## src/rtl/fwd_hazard_if.sv

```systemverilog
// Issue-side bundle for the forwarding/hazard scoreboard.
// The pipeline control drives the master side; the scoreboard is the slave.
interface fwd_hazard_if #(
  parameter int NUM_RD = 2,
  parameter int DEPTH  = 3,
  parameter int REG_AW = 5,
  parameter int CNT_W  = 16,
  parameter int SEL_W  = $clog2(DEPTH+1)
);
  logic                      advance;
  logic                      flush;
  logic                      issue_valid;
  logic                      issue_wen;
  logic [REG_AW-1:0]         issue_dst;
  logic [SEL_W-1:0]          issue_lat;
  logic [NUM_RD-1:0]         rd_valid;
  logic [NUM_RD*REG_AW-1:0]  rd_addr;
  logic [NUM_RD*SEL_W-1:0]   fwd_sel;
  logic                      stall;
  logic [CNT_W-1:0]          stall_cnt;

  modport master (
    output advance, flush, issue_valid, issue_wen, issue_dst, issue_lat,
           rd_valid, rd_addr,
    input  fwd_sel, stall, stall_cnt
  );
  modport slave (
    input  advance, flush, issue_valid, issue_wen, issue_dst, issue_lat,
           rd_valid, rd_addr,
    output fwd_sel, stall, stall_cnt
  );
endinterface

```

## src/rtl/fwd_hazard_scoreboard.sv

```systemverilog
// In-flight write tracker: resolves each source operand to a forwarding
// slot or a RAW stall, from a DEPTH-slot shift register of producers.

module fwd_port_resolve #(
  parameter int DEPTH  = 3,
  parameter int REG_AW = 5,
  parameter int SEL_W  = 2
) (
  input  logic                          rd_valid,
  input  logic [REG_AW-1:0]             rd_addr,
  input  logic [DEPTH-1:0]              live,
  input  logic [DEPTH-1:0][REG_AW-1:0]  dst,
  input  logic [DEPTH-1:0][SEL_W-1:0]   lat,
  output logic [SEL_W-1:0]              sel,
  output logic                          req
);
  // Scan oldest to youngest so the youngest match has the last word.
  always_comb begin
    sel = '0;
    req = 1'b0;
    for (int k = DEPTH-1; k >= 0; k--) begin
      if (rd_valid && rd_addr != '0 && live[k] && dst[k] == rd_addr) begin
        if (SEL_W'(k+1) >= lat[k]) begin
          sel = SEL_W'(k+1);
          req = 1'b0;
        end else begin
          sel = '0;
          req = 1'b1;
        end
      end
    end
  end
endmodule

module fwd_hazard_scoreboard #(
  parameter int NUM_RD = 2,
  parameter int DEPTH  = 3,
  parameter int REG_AW = 5,
  parameter int CNT_W  = 16,
  parameter int SEL_W  = $clog2(DEPTH+1)
) (
  input  logic          clk,
  input  logic          rst_n,
  fwd_hazard_if.slave   bus
);
  logic [DEPTH-1:0]              vld_pipe_q, vld_pipe_d;
  logic [DEPTH-1:0][REG_AW-1:0]  dst_q, dst_d;
  logic [DEPTH-1:0][SEL_W-1:0]   lat_q, lat_d;
  logic [CNT_W-1:0]              cnt_q, cnt_d;

  logic [DEPTH-1:0]              live;
  logic [NUM_RD-1:0][REG_AW-1:0] rd_addr;
  logic [NUM_RD-1:0][SEL_W-1:0]  sel;
  logic [NUM_RD-1:0]             req;
  logic [SEL_W-1:0]              lat_in;
  logic                          stall, accept;

  assign rd_addr = bus.rd_addr;

  // Slot valid already folds in wen; dst==0 is filtered here.
  always_comb begin
    live = '0;
    for (int k = 0; k < DEPTH; k++)
      live[k] = vld_pipe_q[k] && (dst_q[k] != '0);
  end

  for (genvar i = 0; i < NUM_RD; i++) begin : g_port
    fwd_port_resolve #(.DEPTH(DEPTH), .REG_AW(REG_AW), .SEL_W(SEL_W)) u_res (
      .rd_valid (bus.rd_valid[i]),
      .rd_addr  (rd_addr[i]),
      .live     (live),
      .dst      (dst_q),
      .lat      (lat_q),
      .sel      (sel[i]),
      .req      (req[i])
    );
  end

  assign stall         = bus.issue_valid && (|req);
  assign accept        = bus.issue_valid && bus.advance && !stall && !bus.flush;
  assign bus.stall     = stall;
  assign bus.fwd_sel   = sel;
  assign bus.stall_cnt = cnt_q;

  always_comb begin
    lat_in = bus.issue_lat;
    if (bus.issue_lat == '0)                lat_in = SEL_W'(1);
    else if (bus.issue_lat > SEL_W'(DEPTH)) lat_in = SEL_W'(DEPTH);
  end

  always_comb begin
    vld_pipe_d = vld_pipe_q;
    dst_d      = dst_q;
    lat_d      = lat_q;
    if (!bus.advance) begin
      if (bus.flush) vld_pipe_d[0] = 1'b0;
    end else begin
      for (int k = DEPTH-1; k >= 1; k--) begin
        // The squashed slot0 entry would land in slot1 on a flushing shift.
        vld_pipe_d[k] = (bus.flush && k == 1) ? 1'b0 : vld_pipe_q[k-1];
        dst_d[k]      = dst_q[k-1];
        lat_d[k]      = lat_q[k-1];
      end
      vld_pipe_d[0] = accept && bus.issue_wen;
      dst_d[0]      = bus.issue_dst;
      lat_d[0]      = lat_in;
    end
  end

  always_comb begin
    cnt_d = cnt_q;
    if (stall && bus.advance && cnt_q != '1) cnt_d = cnt_q + CNT_W'(1);
  end

  always_ff @(posedge clk or negedge rst_n) begin
    if (!rst_n) begin
      vld_pipe_q <= '0;
      dst_q      <= '0;
      lat_q      <= '0;
      cnt_q      <= '0;
    end else begin
      vld_pipe_q <= vld_pipe_d;
      dst_q      <= dst_d;
      lat_q      <= lat_d;
      cnt_q      <= cnt_d;
    end
  end
endmodule

```

## src/flat_wrapper.sv

```systemverilog
// flat-port wrapper written by rule: the top's interface ports become plain ports
module fwd_hazard_scoreboard_flat 
#(
  parameter int NUM_RD = 2,
  parameter int DEPTH  = 3,
  parameter int REG_AW = 5,
  parameter int CNT_W  = 16,
  parameter int SEL_W  = $clog2(DEPTH+1)
)
  (clk, rst_n, bus_advance, bus_flush, bus_issue_valid, bus_issue_wen, bus_issue_dst, bus_issue_lat, bus_rd_valid, bus_rd_addr, bus_fwd_sel, bus_stall, bus_stall_cnt);
  fwd_hazard_if #(.NUM_RD(NUM_RD), .DEPTH(DEPTH), .REG_AW(REG_AW), .CNT_W(CNT_W), .SEL_W(SEL_W)) bus_i ();
  input  logic clk;
  input  logic rst_n;
  input wire logic [$bits(bus_i.advance)-1:0] bus_advance;
  input wire logic [$bits(bus_i.flush)-1:0] bus_flush;
  input wire logic [$bits(bus_i.issue_valid)-1:0] bus_issue_valid;
  input wire logic [$bits(bus_i.issue_wen)-1:0] bus_issue_wen;
  input wire logic [$bits(bus_i.issue_dst)-1:0] bus_issue_dst;
  input wire logic [$bits(bus_i.issue_lat)-1:0] bus_issue_lat;
  input wire logic [$bits(bus_i.rd_valid)-1:0] bus_rd_valid;
  input wire logic [$bits(bus_i.rd_addr)-1:0] bus_rd_addr;
  output wire logic [$bits(bus_i.fwd_sel)-1:0] bus_fwd_sel;
  output wire logic [$bits(bus_i.stall)-1:0] bus_stall;
  output wire logic [$bits(bus_i.stall_cnt)-1:0] bus_stall_cnt;
  assign bus_i.advance = bus_advance;
  assign bus_i.flush = bus_flush;
  assign bus_i.issue_valid = bus_issue_valid;
  assign bus_i.issue_wen = bus_issue_wen;
  assign bus_i.issue_dst = bus_issue_dst;
  assign bus_i.issue_lat = bus_issue_lat;
  assign bus_i.rd_valid = bus_rd_valid;
  assign bus_i.rd_addr = bus_rd_addr;
  assign bus_fwd_sel = bus_i.fwd_sel;
  assign bus_stall = bus_i.stall;
  assign bus_stall_cnt = bus_i.stall_cnt;
  fwd_hazard_scoreboard #(.NUM_RD(NUM_RD), .DEPTH(DEPTH), .REG_AW(REG_AW), .CNT_W(CNT_W), .SEL_W(SEL_W)) u_core (.clk(clk), .rst_n(rst_n), .bus(bus_i));
endmodule
```

## config.mk

```make
export PLATFORM = sky130hd
export DESIGN_NAME = fwd_hazard_scoreboard_flat
export DESIGN_NICKNAME = d
export VERILOG_FILES = /design/src/rtl/fwd_hazard_if.sv /design/src/rtl/fwd_hazard_scoreboard.sv /design/src/flat_wrapper.sv
export SDC_FILE = /design/constraint.sdc
export NUM_CORES = 1
export LEC_CHECK = 0
export ABC_CLOCK_PERIOD_IN_PS = 2400
export BUFFER_PORTS_ARGS = -buffer_cell sky130_fd_sc_hd__clkbuf_2
export CAP_MARGIN = 0
export CORE_AREA = 2 2 69 71
export DETAILED_ROUTE_END_ITERATION = 7
export DIE_AREA = 0 0 71 73
export HOLD_SLACK_MARGIN = 0.05
export PLACE_DENSITY = 0.74
export SYNTH_ARGS = -nofsm -noshare
export SYNTH_HDL_FRONTEND = slang
export SYNTH_SLANG_ARGS = --single-unit
```

## constraint.sdc

```tcl
create_clock -name clk -period 2.4 [get_ports clk]
set_input_delay 0.12 -clock clk [delete_from_list [all_inputs] [get_ports clk]]
set_output_delay 0.12 -clock clk [all_outputs]
set_load 0.05 [all_outputs]
```

; After elaboration in Yosys (flattened, before gate mapping)
; Cells that the tools add are included.
[op_classes]
shift = 0
n_lt_le_gt_ge = 4
div_mod_pow = 0
multipliers = 0
bitwise = 0
n_addsub = 1
mux = 22
reduce_logical = 33
n_eq_ne = 7
[ops]
columns = operator, n
row1 = == test 5 bit, 6
row2 = nonzero test 5 bit, 5
row3 = logical AND 1 bit, 24
row4 = 2-to-1 mux 2 bit, 10
row5 = "adder 16 x 1 -> 16 bit, second input constant", 1
row6 = "!= test 16 bit, second input constant", 1
row7 = 2-to-1 mux 1 bit, 12
row8 = "greater-or-equal comparator 2 bit, first input constant", 2
row9 = "greater-or-equal comparator 1 x 2 -> 1 bit, first input constant", 1
row10 = "greater-than comparator 2 bit, second input constant", 1
row11 = zero test 1 bit, 2
row12 = zero test 2 bit, 1
row13 = OR reduction 2 bit, 1
[totals]
mem_bits_ro = 0
latchBits = 0
elab_cells = 76
mem_bits_rw = 0
ff_bits = 40
input_bits = 25
n_memories = 0

; Depth between registers and ports, before layout
[logic_depth]
depth_word = 14
mapped_depth = 9

; Hierarchy
; Synthesis repeated with hierarchy kept, for this count alone.
[hier_totals]
hier_cells = 205
area_unflattened_um2 = 2337.2
[modules_own_cells]
columns = mod, cells_per_inst, instances, seq_area_each_um2, area_per_inst_um2
row1 = fwd_hazard_scoreboard, 137, 1, 1001.0, 1776.7
row2 = fwd_port_resolve, 34, 2, 0.0, 280.3

; Worst setup path before layout
; Ideal clock, no wire load.
[synth_timing]
path_kind = flip-flop to output port
startpoint = register u_core.dst_q[5] (netlist bit)
endpoint = output bus_fwd_sel[1]
arrival_time_ns = 2.406
path_slack_ns = -0.126
stages_incl_launch_ff = 6
path_cell_list = dfrtp_1 or4_1 o21ai_0 or4_4 nor2_1 nor3_1
[synth_via]
elab_chain_len = 6
[synth_lines]
columns = item, line_no
row1 = start: declaration, fwd_hazard_scoreboard.sv:47  ; logic [DEPTH-1:0][REG_AW-1:0] dst_q, dst_d;
row2 = start signal: assignment, fwd_hazard_scoreboard.sv:123  ; dst_q <= dst_d;
row3 = nonzero test 5 bit, fwd_hazard_scoreboard.sv:64  ; live[k] = vld_pipe_q[k] && (dst_q[k] != '0);
row4 = logical AND 1 bit, fwd_hazard_scoreboard.sv:64
row5 = logical AND 1 bit, fwd_hazard_scoreboard.sv:22  ; if (rd_valid && rd_addr != '0 && live[k] && dst[k] == rd_addr) begin
row6 = logical AND 1 bit (*), fwd_hazard_scoreboard.sv:22
row7 = 2-to-1 mux 2 bit (*) (2 in series), fwd_hazard_scoreboard.sv:22
row8 = end: declaration, flat_wrapper.sv:22  ; output wire logic [$bits(bus_i.fwd_sel)-1:0] bus_fwd_sel;
; Mark *: on every way between the ends. The rest lies on a longest branch, timed or not.

; Worst setup path in the final report
[layout_timing]
startpoint = register u_core.dst_q[6] (netlist bit)
endpoint = output bus_stall
[layout_via]
elab_chain_len = 8
[layout_lines]
columns = item, line_no
row1 = nonzero test 5 bit, fwd_hazard_scoreboard.sv:64
row2 = logical AND 1 bit, fwd_hazard_scoreboard.sv:64
row3 = logical AND 1 bit (2 in series), fwd_hazard_scoreboard.sv:22
row4 = 2-to-1 mux 1 bit (2 in series), fwd_hazard_scoreboard.sv:22
row5 = OR reduction 2 bit (*), fwd_hazard_scoreboard.sv:79  ; assign stall = bus.issue_valid && (|req);
row6 = logical AND 1 bit (*), fwd_hazard_scoreboard.sv:79
row7 = end: declaration, flat_wrapper.sv:23  ; output wire logic [$bits(bus_i.stall)-1:0] bus_stall;
; Marked as above.

==> flow_metrics.tcl <==
set metrics [dict create \
    vias 1724 \
    synth_most_common_cell "dfrtp_1" \
    synthTopCellsByArea "dfrtp_1 45%, xnor2_1 12%, mux2_2 10%" \
    h-tree-depth 2 \
    drt_iter0_markers 87 \
    grt_antenna_before_repair 0 \
    overflow 0 \
    syn_to_final_growth_pct 34.0 \
    rows 25 \
    drv_cap 0 \
    finalSetupViolCount 1 \
    switchingPower_uw 404 \
    ys_seq_area_frac 0.450 \
    fin_nets 295 \
    clock-sinks 38 \
    cpPeakStageDelay_ns 0.52 \
    cp.arrival_ns 2.32 \
    synth_nets 222 \
    setup.worst_path.class "flip-flop to primary output" \
    slew_headroom 0.374 \
    n_antenna_cell 0 \
    synth_top_area_frac 0.450 \
    p_int_mw 1.08 \
    comb_power_share 0.197 \
    p_per_area_nw_per_um2 525 \
    fin_skew_ns 0.00628 \
    path_clk_slew_ns 0.07 \
    worstSkewPairLatency_ns 0.29 \
    cts-root-buf "clkbuf_8" \
    hold_class "primary input to flip-flop" \
    syn_inst 196 \
    cts_tree "built" \
    ir_drop_mv 0.440 \
    grtUsageTotal 0.195 \
    ys_types 37 \
    first_pass_iters 4 \
    yosys-top-cells-count "38 x dfrtp_1, 29 x xnor2_1, 19 x mux2_2, 16 x xor2_1, 15 x nand3_1" \
    start_util 0.466 \
    pwr-share-seq 0.503 \
    worst_pin_slew_ns 0.939 \
    syn_avg_cell_area_um2 10.8 \
    drcViolationCount 0 \
    start_kind "flip-flop" \
    crit_required_ns 2.28 \
    p_leak_nw 1.32 \
    p_clk_frac 0.300 \
    finalCriticalPeriod_ns 2.44 \
    dieHeight_um 73 \
    io_buffers 45 \
    cp_cell_sequence "xnor2_1, nand2_1, or4_4, o32a_1, nand2_2, and2_4, clkbuf_16" \
    ys.flop_type "dfrtp_1" \
    final_util 0.624 \
    grt_max_degree 39 \
    crit_path_top_delay_cell "or4_4" \
    wl_um 4820 \
    die_w_um 71 \
    n_fill_cell 367 \
    synth_seq_cells 38 \
    antenna_left 0 \
    ys_warn_count 0 \
    synth_edf_count 0 \
    violations "setup timing" \
    routedWlPerCell_um 14.9 \
    place_ws_ns -0.166 \
    yosysTopAreaCell "dfrtp_1" \
    run_status "complete, but fails checks" \
    finalCritPeriodShare 1.02 \
    pin_count 46 \
    fin_ws_ns -0.0423 \
    crit_fanout 4 \
    grt_pass1_wl_um 7840 \
    fp.coreArea_um2 4540 \
    grt_pass1_vias 1647 \
    slew_viol_final 0 \
    synth_async_sr_flop_share 1.00 \
    via_per_inst 5.32 \
    gp_congestion 0.871 \
    rsz0062_at_grt "true" \
    cts.path.max_buffers 2 \
    die_area_um2 5180 \
    swShare 0.272 \
    syn_area_um2 2110 \
    hold_viol 0 \
    timing.fmax_mhz 409 \
    endpoint_kind "primary output" \
    drive_above_1_share 0.437 \
    cts_buffers 5 \
    hpwl_um 3340 \
]
[per-layer routing]
layer / global-route usage / part of all wire / up-vias
met3: 0.0401 / 0.053 / 9
met1: 0.260 / 0.44 / 820
met2: 0.315 / 0.49 / 56
met5: 0 / 0 / -
met4: 0.0776 / 0.023 / 0
li1: - / - / 839
[per-stage QoR]
stage / instance area (um2) / hold WS [ns] / TNS, ns / power, mW / std cells
after floorplan: 2120 / -0.176 / 0 / 0.912 / 196
after global placement: 2490 / 0.308 / -0.260 / 1.01 / 304
after detailed placement: 2490 / 0.307 / -0.974 / 1.02 / 304
after CTS: 2760 / 0.0583 / -0.00717 / 1.50 / 321
after global routing: 2830 / 0.0617 / -0.418 / 1.55 / 324
final: 2830 / 0.0624 / -0.0423 / 1.49 / 324
[final cells by class]
type | instances | area (um2) | share of cell area
Multi-Input combinational cell | 149 | 1240 | 0.439
Sequential cell | 38 | 957 | 0.338
Timing Repair Buffer | 70 | 453 | 0.160
Clock buffer | 7 | 86.3 | 0.0305
Tap cell | 54 | 67.6 | 0.0239
Inverter | 5 | 18.8 | 0.00663
Clock inverter | 1 | 5.00 | 0.00177
[what timing repair did]
action | in CTS | in global routing
hold endpoints to repair | 41 | 0
hold buffers | 4 | 0
endpoints found under the setup margin | 18 | 16
pin swaps | 11 | 15
setup buffers | 5 | 2
gates resized for setup | 19 | 11
gates cloned | 0 | 1
[kinds of logic after synthesis]
family,count (synthesis),synth area share
simple gates,66,0.170
mux,22,0.116
fa+ha+maj,1,0.00592
buf+inv,10,0.0213
compound gates,14,0.0503
flops,38,0.450
xor+xnor,45,0.186
[final timing paths]
| check | startpoint | endpoint | slack, ns | cells after the start |
|---|---|---|---|---|
| worst max-delay path | u_core.dst_q[6] | bus_stall | -0.04 | 7 |
| worst min-delay path | bus_issue_dst[4] | u_core.dst_q[4] | 0.06 | 2 |
| worst max register to register | u_core.dst_q[6] | u_core.bus.stall_cnt[14] | 0 | 8 |
| worst min register to register | u_core.bus.stall_cnt[12] | u_core.bus.stall_cnt[12] | 0.49 | 1 |
| max in group asynchronous | rst_n | u_core.dst_q[6] | 1.24 | 2 |
| min in group asynchronous | rst_n | u_core.dst_q[12] | 0.50 | 2 |
[state kept, by name, indices dropped and copies added, names as in the netlist]
name,count
u_core.bus.stall_cnt,16
u_core.lat_q,4
u_core.vld_pipe_q,3
u_core.dst_q,15
[power groups by stage]
stage | Clock, mW | Sequential [mW] | Combinational, mW
2_1_floorplan | 0 | 0.751 | 0.161
3_3_place_gp | 0 | 0.755 | 0.254
3_5_place_dp | 0 | 0.758 | 0.257
4_1_cts | 0.460 | 0.746 | 0.290
5_1_grt | 0.479 | 0.755 | 0.321
6_report | 0.446 | 0.748 | 0.294
[critical path, delay by kind of cell, from the launching register on]
family,cells,cell delay (ns)
AO/OA/AOI/OAI,1,0.38
flip-flops,1,0.44
buffers and inverters,1,0.15
XOR/XNOR,1,0.18
AND/OR/NAND/NOR,4,0.88
[placed cells by master (no fill, tap or decap), types with 8 or more instances in the layout]
| master | netlist | routed |
|---|---|---|
| buf_4 | 0 | 19 |
| clkbuf_2 | 0 | 43 |
| dfrtp_1 | 38 | 33 |
| mux2_2 | 19 | 19 |
| nand2_1 | 11 | 10 |
| nand3_1 | 15 | 15 |
| nor2_1 | 10 | 8 |
| xnor2_1 | 29 | 28 |
| xor2_1 | 16 | 16 |
(Power assumes the default switching activity.)
